===== src/rtl/serial_sub_pkg.sv =====
// Shared definitions for the bit-serial subtractor: FSM state encoding and
// the default operand width.
package serial_sub_pkg;

    localparam int DEFAULT_WIDTH = 8;

    typedef enum logic [1:0] {
        IDLE = 2'd0,
        RUN  = 2'd1,
        DONE = 2'd2
    } state_e;

endpackage : serial_sub_pkg


===== src/rtl/half_subtractor.sv =====
// Single-bit half subtractor: diff = a ^ b, borrow = ~a & b.
// Two of these plus an OR of the borrows make one full-subtractor bit.
module half_subtractor (
    input  logic a,
    input  logic b,
    output logic diff,
    output logic borrow
);

    assign diff   = a ^ b;
    assign borrow = ~a & b;

endmodule : half_subtractor


===== src/rtl/serial_subtractor.sv =====
// Bit-serial, LSB-first unsigned subtractor computing a - b over WIDTH
// cycles behind a start/done handshake.
//
//   state | meaning
//   ------+-------------------------------------------------------------
//   IDLE  | waiting for start; operands load on the accepting edge
//   RUN   | one bit of sa/sb/br processed per edge, cnt = bit index
//   DONE  | one-cycle done pulse, diff/borrow_out valid, then back to IDLE
//
// diff and borrow_out live in their own registers, loaded on the final RUN
// edge, so they stay stable while the result shift register is reused by a
// later operation.
module serial_subtractor
    import serial_sub_pkg::*;
#(
    parameter int WIDTH = DEFAULT_WIDTH
) (
    input  logic             clk,
    input  logic             rst_n,
    input  logic             start,
    input  logic [WIDTH-1:0] a,
    input  logic [WIDTH-1:0] b,
    output logic             busy,
    output logic             done,
    output logic [WIDTH-1:0] diff,
    output logic             borrow_out
);

    localparam int                CNT_W    = $clog2(WIDTH);
    localparam logic [CNT_W-1:0]  CNT_LAST = CNT_W'(WIDTH - 1);
    localparam logic [CNT_W-1:0]  CNT_ONE  = CNT_W'(1);

    state_e             state_q, state_d;
    logic [WIDTH-1:0]   sa_q, sa_d;
    logic [WIDTH-1:0]   sb_q, sb_d;
    logic [WIDTH-1:0]   r_q, r_d;
    logic [CNT_W-1:0]   cnt_q, cnt_d;
    logic               br_q, br_d;
    logic [WIDTH-1:0]   diff_q, diff_d;
    logic               borrow_q, borrow_d;
    logic               busy_q, busy_d;
    logic               done_q, done_d;

    logic               hs1_diff, hs1_borrow;
    logic               bit_diff, hs2_borrow;
    logic               bit_borrow;
    logic [WIDTH-1:0]   r_shifted;

    // Stage 1: operand bits.  Stage 2: stage-1 difference against the
    // borrow carried in from the previous bit.
    half_subtractor u_hs_stage1 (
        .a      (sa_q[0]),
        .b      (sb_q[0]),
        .diff   (hs1_diff),
        .borrow (hs1_borrow)
    );

    half_subtractor u_hs_stage2 (
        .a      (hs1_diff),
        .b      (br_q),
        .diff   (bit_diff),
        .borrow (hs2_borrow)
    );

    assign bit_borrow = hs1_borrow | hs2_borrow;
    assign r_shifted  = {bit_diff, r_q[WIDTH-1:1]};

    // Next-state and datapath update; every target defaults to holding.
    always_comb begin
        state_d  = state_q;
        sa_d     = sa_q;
        sb_d     = sb_q;
        r_d      = r_q;
        cnt_d    = cnt_q;
        br_d     = br_q;
        diff_d   = diff_q;
        borrow_d = borrow_q;

        case (state_q)
            IDLE: begin
                if (start) begin
                    state_d = RUN;
                    sa_d    = a;
                    sb_d    = b;
                    br_d    = 1'b0;
                    cnt_d   = '0;
                end
            end

            RUN: begin
                sa_d = sa_q >> 1;
                sb_d = sb_q >> 1;
                r_d  = r_shifted;
                br_d = bit_borrow;
                if (cnt_q == CNT_LAST) begin
                    // Final bit: publish the result, keep cnt at WIDTH-1.
                    state_d  = DONE;
                    diff_d   = r_shifted;
                    borrow_d = bit_borrow;
                end else begin
                    cnt_d = cnt_q + CNT_ONE;
                end
            end

            DONE: begin
                state_d = IDLE;
            end

            default: begin
                state_d = IDLE;
            end
        endcase
    end

    // busy/done are decoded from the next state so they can be registered
    // and still line up with the state they describe.
    always_comb begin
        busy_d = (state_d != IDLE);
        done_d = (state_d == DONE);
    end

    // State, datapath and output registers; async active-low reset clears all.
    always_ff @(posedge clk or negedge rst_n) begin
        if (!rst_n) begin
            state_q  <= IDLE;
            sa_q     <= '0;
            sb_q     <= '0;
            r_q      <= '0;
            cnt_q    <= '0;
            br_q     <= 1'b0;
            diff_q   <= '0;
            borrow_q <= 1'b0;
            busy_q   <= 1'b0;
            done_q   <= 1'b0;
        end else begin
            state_q  <= state_d;
            sa_q     <= sa_d;
            sb_q     <= sb_d;
            r_q      <= r_d;
            cnt_q    <= cnt_d;
            br_q     <= br_d;
            diff_q   <= diff_d;
            borrow_q <= borrow_d;
            busy_q   <= busy_d;
            done_q   <= done_d;
        end
    end

    assign busy       = busy_q;
    assign done       = done_q;
    assign diff       = diff_q;
    assign borrow_out = borrow_q;

endmodule : serial_subtractor


===== config.mk =====
export PLATFORM = sky130hd
export DESIGN_NAME = serial_subtractor
export DESIGN_NICKNAME = d
export VERILOG_FILES = /design/src/rtl/serial_sub_pkg.sv /design/src/rtl/half_subtractor.sv /design/src/rtl/serial_subtractor.sv
export SDC_FILE = /design/constraint.sdc
export NUM_CORES = 1
export LEC_CHECK = 0
export CELL_PAD_IN_SITES_DETAIL_PLACEMENT = 0
export CELL_PAD_IN_SITES_GLOBAL_PLACEMENT = 1
export CORE_MARGIN = 1.5
export CORE_UTILIZATION = 53
export CTS_CLUSTER_DIAMETER = 50
export DETAILED_ROUTE_END_ITERATION = 8
export DONT_BUFFER_PORTS = 1
export GPL_TIMING_DRIVEN = 0
export HOLD_SLACK_MARGIN = 0.03
export MAX_ROUTING_LAYER = met4
export PLACE_DENSITY_LB_ADDON = 0.25
export SYNTH_ARGS = -nofsm -noshare
export SYNTH_HDL_FRONTEND = slang
export SYNTH_SLANG_ARGS = --single-unit

===== constraint.sdc =====
create_clock -name clk -period 3.5 [get_ports clk]
set_input_delay 0.7 -clock clk [delete_from_list [all_inputs] [get_ports clk]]
set_output_delay 0.7 -clock clk [all_outputs]
set_load 0.1 [all_outputs]

; ---- After elaboration in Yosys (flattened, before gate mapping)
; Index checks and enable logic that the tools add are counted.
[classes]
eq_ne = 5
add_sub_neg = 1
bitwise_logic = 7
mux = 12
n_reduce_logical = 6
[ops]
columns = op, count
row1 = $pmux 8 s2, 2
row2 = $mux 8, 2
row3 = $mux 3, 2
row4 = $pmux 3 s2, 1
row5 = $mux 2, 2
row6 = $ne 2x2->1 const B, 2
row7 = $pmux 2 s2, 1
row8 = $reduce_and 2->1, 2
row9 = $reduce_bool 2->1, 2
row10 = $add 3x1->3 const B, 1
row11 = $eq 3x3->1 const B, 1
row12 = $reduce_and 3->1, 1
row13 = $and 1x1->1, 2
row14 = $eq 2x1->1 const B, 1
row15 = $eq 2x2->1 const B, 1
row16 = $logic_not 2->1, 1
row17 = $not 1->1, 2
row18 = $pmux 1 s2, 1
row19 = $xor 1x1->1, 2
row20 = $mux 1, 1
row21 = $or 1x1->1, 1
[totals]
out_inout_bits = 11
inputBits = 19
register_bits = 41
wordCells = 41

; ---- Logic depth before layout (Yosys ltp)
[depth]
depth_word = 5
ltp_mapped = 5
mapped_depth_nobuf = 4

; ---- Cells and area by module
; Synthesis repeated with hierarchy kept, for this count alone.
[hier_totals]
hier_cells = 145
area_unflattened_um2 = 1734.2
[by_module_without_submodules]
columns = mod, cells_per_inst, n_inst, area_each_um2
row1 = serial_subtractor, 139, 1, 1694.1
row2 = half_subtractor, 3, 2, 20.0

; ---- Worst setup path before layout
; Ideal clock, no wire load.
[synth_path]
path_kind = register -> register
from = reg cnt_q[0]
to = reg diff_q[1], in the netlist diff[1]
path_buffers = 1
required_time_ps = 3374
t_arrival_ps = 1478
setup_ps = 126
path_stages_with_launch = 6
slack_ps = 1896
cell_sequence = dfrtp_1 -> ha_1 -> ha_1 -> nand3b_1 -> buf_2 -> mux2_2
[synth_via]
elab_chain_len = 2
[synth_rtl]
columns = item, line
row1 = start: declaration, serial_subtractor.sv:37  ; logic [CNT_W-1:0] cnt_q, cnt_d;
row2 = start signal: assignment, serial_subtractor.sv:140  ; cnt_q <= cnt_d;
row3 = $eq 3x3->1, serial_subtractor.sv:95  ; if (cnt_q == CNT_LAST) begin
row4 = $reduce_and 2->1 (no line), n/a
row5 = end signal: assignment, serial_subtractor.sv:142  ; diff_q <= diff_d;
row6 = end: declaration, serial_subtractor.sv:39  ; logic [WIDTH-1:0] diff_q, diff_d;
; No other way between the ends.
; A chain may end at the register's enable or synchronous reset.

; ---- Worst setup path in the final report
[layout_path]
from = reg borrow_q, in the netlist borrow_out
to = out borrow_out
[layout_rtl]
columns = item, line
row1 = start: declaration, serial_subtractor.sv:40  ; logic borrow_q, borrow_d;
row2 = start signal: assignment, serial_subtractor.sv:143  ; borrow_q <= borrow_d;
row3 = end: declaration, serial_subtractor.sv:26  ; output logic borrow_out
; No word-level cell between the ends.

==> metrics.md <==
| Metric | Value |
|---|---|
| TritonRoute pass-1 iters | 4 |
| Final setup violation count | 0 |
| R2r endpoint | diff[2] |
| Fmax | 0.501 GHz |
| Post-synth ARST share | 100% |
| Startpoint Class | register |
| Worst Setup End Kind | primary output |
| DRT Wirelength | 3110 um |
| Die area | 3580 um^2 |
| Fraction of layout cells with a size suffix above 1 | 17.6% |
| Top_reg_cell synth | dfrtp_1 |
| Crit. path cell count | 0 |
| Global-route wire length before repair | 5110 um |
| Htree depth | 2 |
| Final Max Slew Viols | 0 |
| Final HPWL DP | 2160 um |
| CTS tree | built |
| Commonest cells post-synth | dfrtp_1 (40), inv_1 (21), a222oi_1 (14), nor2_1 (14), mux2_2 (10) |
| DRT iter0 DRCs | 109 |
| Fillcell total | 274 |
| Final period util | 57.0% |
| Unrepaired setup endpoints after global routing | false |
| Clock Sinks | 40 |
| Total track usage | 20.3% |
| Die height | 59.9 um |
| Leading area contributor after synthesis | dfrtp_1 |
| Final Hold Fails | 0 |
| Crit. Startpoint | borrow_out |
| Vias per inst | 5.81 |
| Setup TNS | 0 ns |
| Syn_nets | 160 |
| Final ANT Viol Nets | 0 |
| Cell count after synthesis | 138 |
| Drt wl/cell | 16.2 um |
| Register area share after synthesis | 58.4% |
| Count of input and output buffers | 0 |
| Die W | 59.9 um |
| Grt ovf | 0 |
| Nets | 169 |
| Antenna violations before repair | 0 |
| Maximum buffer depth of the clock tree | 2 |
| Core area | 3050 um^2 |
| Initial core utilization | 56.1% |
| Largest net degree at the start of global routing | 31 |
| Yosys cell types | 26 |
| Clock-pin slew on the worst setup and hold paths | 0.13 ns |
| Mapped Area | 1710 um^2 |
| Crit path capture | borrow_out |
| Final Skew | 0.0103 ns |
| Diode count | 0 |
| Maximum fanout along the worst path | 2 |
| RD Place Congestion | 0.779 |
| Synth top area share | 58.4% |
| Worst reg2reg startpoint | cnt_q[0] |
| Post-Syn Area per Cell | 12.4 um^2 |
| Post-synth EDFFs | 0 |
| CP Data Required Time | 2.80 ns |
| Slew Limit Headroom | 40.1% |
| Synth Register Bits | 40 |
| Status | finished, final reports clean |
| DRC | 0 |
| Yosys warnings | 0 |
| Max-cap violation count | 0 |
| Synth area leaders | dfrtp_1 (58%), a222oi_1 (8.2%), mux2_2 (6.6%) |
| Crit Path Category | reg -> out |
| Hold crit path type | in -> async |
| Vias in the first global route | 1,114 |
| Count leader, synth | dfrtp_1 |
| Critical path data arrival time | 1.30 ns |
| Minimum clock period | 2.00 ns |
| Synth-to-Final Area Change | 9.64% |
| DR vias | 1,115 |
| FF-to-FF path depth | 5 |
| Clk_lat worst skew | 0.34 ns |
| I/O Pins | 30 |
| Worst reg2reg setup slack | 1.72 ns |
| CTS root buf | clkbuf_4 |
| TritonCTS Buffers | 5 |
| Final Util | 61.5% |
| Worst Max-Slew Pin Slew | 0.899 ns |
| # rows | 20 |
[area by class of cell]
type	count	area (um^2)	area share, %
Multi-Input combinational cell	68	581	30.9
Tap cell	44	55.1	2.93
Inverter	21	78.8	4.20
Buffer	9	52.6	2.80
Sequential cell	40	1000	53.3
Clock buffer	5	37.5	2.00
Timing Repair Buffer	2	30.0	1.60
Clock inverter	3	42.5	2.27
[cells by family after synthesis]
family | share of synthesized area [%]
buf+inv | 7.67
compound gates | 12.0
flops | 58.4
mux | 10.4
simple gates | 8.91
fa+ha+maj | 2.63
[routing by layer]
metal,vias to the layer above,wire length [um],track usage [%]
li1,515,-,-
met4,0,31,6.03
met3,5,124,6.71
met5,-,0,-
met1,568,1340,23.3
met2,27,1610,33.9
[registers in the layout, indices dropped and copies added, names as in the netlist]
name	cells
borrow_out	1
busy	1
sa_q	8
done	1
state_q	2
cnt_q	3
r_q	7
diff	8
br_q	1
sb_q	8
[per-stage QoR]
| stage | setup WS [ns] | cell area [um^2] | hold WS [ns] | std cells |
|---|---|---|---|---|
| global placement | 1.78 | 1770 | 0.405 | 182 |
| global route | 1.43 | 1880 | 0.118 | 192 |
| CTS | 1.49 | 1880 | 0.150 | 192 |
| finish | 1.50 | 1880 | 0.158 | 192 |
| detailed placement | 1.72 | 1770 | 0.405 | 182 |
| floorplan | 1.90 | 1710 | 0.404 | 138 |
[layout by cell type (no fill, tap or decap), types with 2 or more instances in the layout]
master	n
a211o_1	3
a222oi_1	14
and3_1	3
buf_2	3
buf_4	2
clkbuf_1	3
clkbuf_4	5
dfrtp_1	40
ha_1	2
inv_1	21
mux2_1	4
mux2_2	10
mux2i_1	2
nand2_1	2
nand4bb_1	2
nor2_1	14
nor4bb_1	2
o311ai_0	2
[worst min path at each step]
| stage | slack, ns | end | start |
|---|---|---|---|
| finish | 0.16 | done | rst_n |
| global route | 0.12 | done | rst_n |
| CTS | 0.15 | diff[6] | rst_n |
| detailed placement | 0.41 | done | rst_n |
| global placement | 0.41 | done | rst_n |
| floorplan | 0.40 | borrow_out | rst_n |
[timing repair]
action                                 4_1_cts  5_1_grt
hold buffers                                 2        0
endpoints found under the hold margin       30        0
buffers inserted                             0        0
gates resized for setup                      0        0
Power is not shown: default switching activity piles up to over one toggle a cycle in this logic, so the estimate is an artifact.
